$ cat config.mk
export PLATFORM = sky130hd
export DESIGN_NAME = irq_encoder_8to3
export DESIGN_NICKNAME = d
export VERILOG_FILES = /design/src/rtl/cpu_pkg.sv /design/src/rtl/priority_encoder_8to3.sv /design/src/rtl/irq_encoder_8to3.sv
export SDC_FILE = /design/constraint.sdc
export NUM_CORES = 1
export LEC_CHECK = 0
export CELL_PAD_IN_SITES_DETAIL_PLACEMENT = 1
export CELL_PAD_IN_SITES_GLOBAL_PLACEMENT = 1
export CORE_UTILIZATION = 27
export DETAILED_ROUTE_END_ITERATION = 6
export PLACE_DENSITY = 0.86
export SYNTH_ARGS = -nofsm -noshare
export SYNTH_HDL_FRONTEND = slang
export SYNTH_SLANG_ARGS = --single-unit
$ cat constraint.sdc
create_clock -name iClk -period 1.3 [get_ports iClk]
set_input_delay 0.13 -clock iClk [delete_from_list [all_inputs] [get_ports iClk]]
set_output_delay 0.13 -clock iClk [all_outputs]
set_load 0.05 [all_outputs]
$ cat src/rtl/cpu_pkg.sv
// Shared CPU definitions: request-encoder FSM states and the default index width.
package cpu_pkg;

    typedef enum logic {
        ST_IDLE    = 1'b0,
        ST_PRESENT = 1'b1
    } state_t;

    localparam int ID_W_DEF = 3;

endpackage

$ cat src/rtl/priority_encoder_8to3.sv
// Combinational find-first-set: ascending search starting at offset, wrapping
// around, so the first set bit at or after offset wins.
module priority_encoder_8to3
    import cpu_pkg::*;
#(
    parameter int ID_W = ID_W_DEF,
    localparam int N   = 2 ** ID_W
) (
    input  logic [N-1:0]    vec,
    input  logic [ID_W-1:0] offset,
    output logic [ID_W-1:0] index,
    output logic            found
);

    logic [ID_W-1:0] pos;

    // Walk from the far end back toward offset so the nearest hit is written last.
    always_comb begin
        index = '0;
        found = 1'b0;
        pos   = '0;
        for (int i = N - 1; i >= 0; i--) begin
            pos = offset + ID_W'(i);
            if (vec[pos]) begin
                index = pos;
                found = 1'b1;
            end
        end
    end

endmodule

$ cat src/rtl/irq_encoder_8to3.sv
// Sticky 8-to-3 request encoder with valid/ack handshake. Define RR_ARB_EN for
// round-robin selection; otherwise the highest pending index wins.
module irq_encoder_8to3
    import cpu_pkg::*;
#(
    parameter int ID_W = ID_W_DEF,
    localparam int N   = 2 ** ID_W
) (
    input  logic            iClk,
    input  logic            iRst,
    input  logic [N-1:0]    iReq,
    input  logic            iAck,
    output logic            oValid,
    output logic [ID_W-1:0] oId,
    output logic [N-1:0]    oPending
);

    state_t          state;
    state_t          state_nxt;
    logic [N-1:0]    pending;
    logic [N-1:0]    clear;
    logic [N-1:0]    enc_vec;
    logic [ID_W-1:0] enc_offset;
    logic [ID_W-1:0] enc_index;
    logic [ID_W-1:0] sel_id;
    logic            enc_found;
    logic            load;
    logic            accept;

`ifdef RR_ARB_EN
    logic [ID_W-1:0] last_grant;

    assign enc_vec    = pending;
    assign enc_offset = last_grant + ID_W'(1);
    assign sel_id     = enc_index;

    always_ff @(posedge iClk) begin
        if (iRst) begin
            last_grant <= ID_W'(N - 1);
        end else if (accept) begin
            last_grant <= oId;
        end
    end
`else
    // Bit-reversing the vector turns the encoder's lowest-first search into highest-first.
    always_comb begin
        enc_vec = '0;
        for (int i = 0; i < N; i++) begin
            enc_vec[i] = pending[N-1-i];
        end
    end

    assign enc_offset = '0;
    assign sel_id     = ID_W'(N - 1) - enc_index;
`endif

    priority_encoder_8to3 #(
        .ID_W(ID_W)
    ) u_prio (
        .vec   (enc_vec),
        .offset(enc_offset),
        .index (enc_index),
        .found (enc_found)
    );

    always_comb begin
        state_nxt = state;
        load      = 1'b0;
        accept    = 1'b0;
        case (state)
            ST_IDLE: begin
                if (enc_found) begin
                    load      = 1'b1;
                    state_nxt = ST_PRESENT;
                end
            end
            ST_PRESENT: begin
                if (iAck) begin
                    accept    = 1'b1;
                    state_nxt = ST_IDLE;
                end
            end
            default: state_nxt = ST_IDLE;
        endcase
    end

    assign clear = accept ? (N'(1) << oId) : '0;

    always_ff @(posedge iClk) begin
        if (iRst) begin
            state   <= ST_IDLE;
            pending <= '0;
            oId     <= '0;
        end else begin
            state   <= state_nxt;
            pending <= (pending & ~clear) | iReq;
            if (load) begin
                oId <= sel_id;
            end
        end
    end

    assign oValid   = (state == ST_PRESENT);
    assign oPending = pending;

endmodule

==> flow_metrics.tcl, run 1 <==
set metrics [dict create \
    outcome "complete, no violations" \
    ys_seq_area_share_pct 45.3 \
    insertion_delay_ns 0.28 \
    synth_top_cell_by_area "dfxtp_1" \
    area_growth_pct 87.7 \
    post-route-period-util_pct 96.6 \
    hp-class "input pin to register" \
    die_width_um 46.3 \
    routedWlPerCell_um 14.8 \
    synth-seq-cells 12 \
    yosys-top-cells-area "dfxtp_1 (45%), a21oi_1 (10%), o21ai_0 (8.5%)" \
    fin_util_pct 55.9 \
    grt_usage_pct 20.0 \
    antenna_found_initial 0 \
    path_clk_slew_ns 0.08 \
    finalSetupViolations 0 \
    fmax_mhz 796 \
    drive_gt1_share_pct 36.5 \
    cp.required_ns 1.51 \
    cp-end-kind "register" \
    start_util_pct 29.8 \
    drc 0 \
    htreeDepth 1 \
    port_buffers 22 \
    start_kind "register" \
    num_rows 15 \
    netlist.area_leader.share_pct 45.3 \
    wl_um 1790 \
    dr.first_iter.drc_count 8 \
    final_antenna_net_count 0 \
    via_count 602 \
    post_cts_buffers 0 \
    core_area_mm2 0.00178 \
    slew_headroom_pct 78.0 \
    preCtsSetupSlack_ns -0.111 \
    fin_nets 108 \
    ir_drop_uv 552 \
    synth_commonest_cells "dfxtp_1 (12), a21oi_1 (11), o21ai_0 (9)" \
    async_reset_ff_share_pct 0 \
    first_pass_iters 4 \
    worstMarginPinSlew_ns 0.328 \
    setup_ws_ns 0.0444 \
    critical_path_class "register to register" \
    hold_viol_final 0 \
    skew_ns 0.00454 \
    cts_tree "built" \
    period_needed_ns 1.26 \
    grt_max_degree 10 \
    power_w 0.00114 \
    yosysWarnings 0 \
    synthCells 66 \
    synth_edf_count 0 \
    first_global_vias 608 \
    cp.arrival_ns 1.47 \
    grt_pass1_wl_um 2880 \
    syn-num-nets 77 \
    diodes 0 \
    via_per_inst 4.98 \
    cp_max_fo 3 \
    setup_tns_ns 0 \
    power_density_mw_per_mm2 1150 \
    synthMostInstantiatedCell "dfxtp_1" \
    overflow 0 \
    synth_area_um2 531 \
    cts-root-buf "clkbuf_4" \
    synth_area_per_cell_um2 8.04 \
    gp_congestion 0.849 \
    maxCapViolCount 0 \
    io_pins 23 \
    dp_hpwl_um 1370 \
    clk_path_buf_depth 2 \
    leakage_nw 0.410 \
    final-max-slew-violation-count 0 \
    ys_dominant_reg_cell "dfxtp_1" \
    cts_buffers 3 \
    clock-sinks 12 \
    die-area_mm2 0.00215 \
    die_h_um 46.3 \
    ys_types 18 \
]
[path summary, 6_finish.rpt]
kind                    start          end  cells past startpoint  slack [ns]
setup / recovery  oPending[4]       oId[2]                      4        0.04
hold / removal        iReq[3]  oPending[3]                      3        0.38
hold reg to reg        oId[2]       oId[2]                      2        0.53
setup reg to reg  oPending[4]       oId[2]                      4        0.04
[placed cells by master, fill, tap and decap left out]
master / instances
a21oi_2: 1
inv_1: 7
clkbuf_8: 1
clkdlybuf4s50_1: 10
nor2b_1: 1
a21o_1: 2
nand3b_1: 1
dfxtp_1: 2
nand2b_1: 3
buf_4: 6
nor4_4: 1
nand2_1: 1
nor2_1: 8
o21ai_0: 9
or3_1: 2
a21oi_1: 11
nand3_1: 2
dfxtp_2: 9
a211oi_1: 2
a31oi_2: 1
buf_12: 12
dfxtp_4: 1
clkbuf_4: 3
[state kept, by name, summed over array words and instances (netlist names)]
register,flops
oValid,1
oPending,8
oId,3
[power breakdown]
group / total [W] / internal (W) / switching [W]
registers: 0.000461 / 0.000403 / 0.0000582
clock network: 0.000301 / 0.000171 / 0.000131
logic: 0.000382 / 0.000193 / 0.000189
total: 0.00114 / 0.000767 / 0.000378
[worst max-delay path, stage by stage (launching register included)]
cell      delay, ns
dfxtp_2        0.34
nor4_4         0.37
a31oi_2        0.17
nand2b_1       0.18
a21oi_2        0.12
[logic make-up (layout without fill, tap and decap cells)]
family          after synthesis  count (layout)  synth area share (%)
buf+inv                       9              39                  8.25
simple gates                 19              19                  19.1
compound gates               26              26                  27.4
flops                        12              12                  45.3
[metrics by stage]
stage	hold WS (ns)	area [um^2]	cells
floorplan	0.199	554	66
global placement	0.509	945	117
detailed placement	0.509	945	117
CTS	0.372	990	121
global route	0.375	996	121
finish	0.376	996	121
[metal layers]
layer,share of wire [%],up-vias,wire [um],GRT usage (%)
li1,-,287,-,-
met1,39,293,700,20.8
met2,56,19,994,36.4
met3,3.8,3,68,5.88
met4,1.4,0,25,8.82
met5,0,-,0,0
[area by class of cell]
class,instances,area [um^2]
multi-input combinational,45,262
fill,205,787
inverter,7,26.3
timing repair buffer,28,385
sequential,12,255
tap,25,31.3
clock buffer,4,36.3
[what timing repair did]
action	CTS	global route
resized for setup	1	1
hold buffers	0	0
endpoints found under the setup margin	1	1
pin swaps	0	1
Note: power is estimated with default switching activity, not from simulation.
==> inputs of run 2 (changes only) <==
Settings changed: SETUP_SLACK_MARGIN from default to 0.15.
==> flow_metrics.tcl, run 2 (synthesized netlist as in run 1, its figures left out) <==
set metrics [dict create \
    cp-end-kind "register" \
    clk_path_buf_depth 2 \
    start_kind "register" \
    fmax_mhz 788 \
    final-max-slew-violation-count 0 \
    die_h_um 46.3 \
    die-area_mm2 0.00215 \
    leakage_nw 0.435 \
    slew_headroom_pct 81.2 \
    grt_pass1_wl_um 3110 \
    dr.first_iter.drc_count 6 \
    post-route-period-util_pct 97.7 \
    largest_reg_flops 8 \
    via_per_inst 5.16 \
    dp_hpwl_um 1370 \
    cp_num_buf_inv 1 \
    hold_viol_final 0 \
    cts_buffers 3 \
    outcome "complete, no violations" \
    drc 0 \
    ir_drop_uv 570 \
    via_count 640 \
    cp_max_fo 4 \
    fin_nets 111 \
    skew_ns 0.000518 \
    cp_top_family "simple AND/OR/NAND/NOR gates" \
    cp.arrival_ns 1.44 \
    cts-root-buf "clkbuf_4" \
    start_util_pct 29.8 \
    insertion_delay_ns 0.29 \
    grt_usage_pct 22.5 \
    setup_tns_ns 0 \
    power_w 0.00120 \
    crit_path_top_delay_cell "dfxtp_4" \
    path_cells "nor4_4, buf_4, nand3_2, nor2_2, a211oi_2" \
    drive_gt1_share_pct 48.5 \
    maxCapViolCount 0 \
    seq_area_um2 268 \
    path_clk_slew_ns 0.08 \
    clock-sinks 12 \
    antenna_found_initial 0 \
    routedWlPerCell_um 17.5 \
    overflow 0 \
    cts_tree "built" \
    slowest_delay_ns 0.38 \
    final_cell_mix "buf_12 (12), a21oi_1 (11), clkdlybuf4s50_1 (10)" \
    num_rows 15 \
    rsz0062_at_grt "yes" \
    hp-class "input pin to register" \
    area_growth_pct 101 \
    die_width_um 46.3 \
    port_buffers 22 \
    cp.required_ns 1.47 \
    core_area_mm2 0.00178 \
    gp_congestion 0.786 \
    finalSetupViolations 0 \
    htreeDepth 1 \
    num-fill-cells 202 \
    first_pass_iters 4 \
    wl_um 2180 \
    critical_path_class "register to register" \
    mostFrequentLayoutCell "buf_12" \
    io_pins 23 \
    worstMarginPinSlew_ns 0.281 \
    power_density_mw_per_mm2 1120 \
    grt_max_degree 13 \
    first_global_vias 673 \
    multi_input_area_um2 297 \
    period_needed_ns 1.27 \
    final_antenna_net_count 0 \
    diodes 0 \
]
-- run 2: path summary, 6_finish.rpt --
path | start | end | slack [ns] | depth (start not counted)
max reg2reg | oPending[0] | oValid | 0.03 | 5
max | oPending[0] | oValid | 0.03 | 5
min reg2reg | oValid | oValid | 0.54 | 1
min | iReq[3] | oPending[3] | 0.37 | 3
-- run 2: routing by layer --
| layer | part of all wire [%] | global-route usage (%) | vias up |
|---|---|---|---|
| met2 | 53 | 40.6 | 18 |
| met4 | 2.5 | 14.7 | 0 |
| met1 | 40 | 21.2 | 325 |
| met3 | 3.6 | 7.45 | 4 |
| met5 | 0 | 0 | - |
| li1 | - | - | 293 |
-- run 2: final cells by class --
| class | count | share of cell area (%) |
|---|---|---|
| Sequential cell | 12 | 25.1 |
| Clock buffer | 4 | 3.40 |
| Multi-Input combinational cell | 45 | 27.8 |
| Timing Repair Buffer | 31 | 38.3 |
| Tap cell | 25 | 2.93 |
| Inverter | 7 | 2.46 |
-- run 2: where the power goes --
group          internal [W]  leakage, nW  switching (W)
registers          0.000402        0.104      0.0000693
clock network      0.000171       0.0210       0.000146
logic              0.000209        0.309       0.000202
total              0.000782        0.435       0.000417
-- run 2: worst min-delay path, stage by stage --
cell and delay, ns:
clkdlybuf4s50_1 0.39, inv_1 0.05, a21oi_1 0.05
-- run 2: through the flow --
step	instance area (um^2)	worst slack (ns)	utilization, %	hold slack (ns)	cells
5_1_grt	1070	-0.00124	59.8	0.386	124
6_report	1070	0.0302	59.8	0.369	124
3_5_place_dp	946	-0.0873	53.1	0.521	114
3_3_place_gp	946	-0.0454	53.1	0.508	114
4_1_cts	1020	0.117	57.1	0.378	121
2_1_floorplan	578	0.0168	-	0.195	66
-- run 2: repair_timing --
action | in CTS | in global routing
setup buffers | 3 | 3
hold buffers | 0 | 0
gates resized for setup | 2 | 8
pin swaps | 2 | 4
endpoints found under the setup margin | 2 | 7
==> inputs of run 3 (changes only) <==
Settings changed: CELL_PAD_IN_SITES_DETAIL_PLACEMENT 1 to 0.
==> flow_metrics.tcl, run 3 (synthesized netlist as in run 1, its figures left out) <==
set metrics [dict create \
    cp_top_family "simple AND/OR/NAND/NOR gates" \
    diodes 0 \
    mostFrequentLayoutCell "buf_12" \
    cp-startpoint "oPending[5]" \
    final-max-slew-violation-count 0 \
    drc 0 \
    grt_usage_pct 15.9 \
    cp-end-kind "register" \
    port_buffers 22 \
    final_cell_mix "buf_12 (12), a21oi_1 (10), clkdlybuf4s50_1 (10)" \
    outcome "complete, no violations" \
    first_global_vias 540 \
    maxCapViolCount 0 \
    worst-r2r-cell-count 4 \
    cts_tree "built" \
    cp_max_fo 3 \
    leakage_nw 0.412 \
    grt_pass1_wl_um 2310 \
    via_per_inst 4.74 \
    fin_nets 108 \
    grt_max_degree 13 \
    io_pins 23 \
    timing.rr.start "oPending[5]" \
    cp.required_ns 1.51 \
    routedWlPerCell_um 12.2 \
    slew_headroom_pct 80.0 \
    final_antenna_net_count 0 \
    hold_slack_ns 0.391 \
    dr.first_iter.drc_count 10 \
    ir_drop_uv 575 \
    htreeDepth 1 \
    path_depth 4 \
    fmax_mhz 853 \
    clock-sinks 12 \
    setup_tns_ns 0 \
    crit_path_top_delay_cell "dfxtp_4" \
    power_density_mw_per_mm2 1060 \
    critical_path_class "register to register" \
    cts_buffers 3 \
    drive_gt1_share_pct 41.7 \
    cp.arrival_ns 1.38 \
    start_kind "register" \
    clk_path_buf_depth 2 \
    antenna_found_initial 0 \
    preCtsSetupSlack_ns -0.0608 \
    largest_reg_flops 8 \
    rsz0062_at_grt "yes" \
    hp-class "input pin to register" \
    reg2reg_to "oId[2]" \
    setup_ws_ns 0.128 \
    period_needed_ns 1.17 \
    cp_num_buf_inv 0 \
    core_area_mm2 0.00178 \
    wl_um 1480 \
    endpoint "oId[2]" \
    area_growth_pct 91.7 \
    die_h_um 46.3 \
    worstMarginPinSlew_ns 0.299 \
    start_util_pct 29.8 \
    die_width_um 46.3 \
    gp_congestion 0.786 \
    cts-root-buf "clkbuf_4" \
    insertion_delay_ns 0.27 \
    skew_ns 0.00679 \
    dp_hpwl_um 1070 \
    slowest_delay_ns 0.36 \
    post-route-period-util_pct 90.1 \
    die-area_mm2 0.00215 \
    hold_viol_final 0 \
    via_count 573 \
    path_clk_slew_ns 0.07 \
    num_rows 15 \
    fin_util_pct 57.1 \
    first_pass_iters 4 \
    r2r_setup_slack_ns 0.13 \
    path_cells "nor4_4, a31oi_2, nand2b_4, a21oi_2" \
    overflow 0 \
    finalSetupViolations 0 \
]
[run 3: cell count changes in the layout (fill, tap and decap cells not counted), sizes merged]
cell,change
buf,-3
[run 3: how the worst min path moves through the flow]
stage	startpoint	end	slack [ns]	cells after the start
2_1_floorplan	iRst	oId[0]	0.20	1
3_3_place_gp	oId[2]	oId[2]	0.51	2
3_5_place_dp	oPending[6]	oPending[6]	0.52	2
4_1_cts	iReq[6]	oPending[6]	0.38	3
5_1_grt	iReq[3]	oPending[3]	0.40	3
6_report	iReq[6]	oPending[6]	0.39	3
[run 3: timing repair]
action                                 4_1_cts  5_1_grt
hold buffers                                 0        0
gates cloned                                 0        0
setup endpoints to repair                    2        6
resized for setup                            2        3
endpoints found under the hold margin        0        0
setup buffers                                2        1
pin swaps                                    2        2
[run 3: cell type report]
class / instances / area, um^2
inverters: 7 / 26.3
fillers: 163 / 766
multi-input cells: 45 / 280
clock buffers: 4 / 26.3
well taps: 25 / 31.3
flip-flops and latches: 12 / 268
repair buffers: 28 / 385
[run 3: power breakdown]
group	internal [W]	switching [W]	leakage (nW)	total [W]
Clock	0.000119	0.000117	0.0150	0.000236
Sequential	0.000402	0.0000585	0.104	0.000460
Combinational	0.000197	0.000184	0.292	0.000381
Total	0.000718	0.000359	0.412	0.00108
[run 3: tightest hold or removal path: stages]
cell and delay [ns]:
clkdlybuf4s50_1 0.39, inv_1 0.05, a21oi_1 0.05
[run 3: layer usage]
| layer | GRT usage (%) | part of all wire (%) | vias to the layer above |
|---|---|---|---|
| met4 | 7.06 | 1.3 | 0 |
| met3 | 7.06 | 7.0 | 2 |
| met5 | 0 | 0 | - |
| met1 | 18.7 | 45 | 258 |
| li1 | - | - | 289 |
| met2 | 24.4 | 47 | 24 |
[run 3: stage by stage]
stage | area (um^2) | instances | power [W]
2_1_floorplan | 578 | 66 | 0.000635
3_3_place_gp | 946 | 114 | 0.000824
3_5_place_dp | 946 | 114 | 0.000828
4_1_cts | 1000 | 120 | 0.00108
5_1_grt | 1020 | 121 | 0.00113
6_report | 1020 | 121 | 0.00108
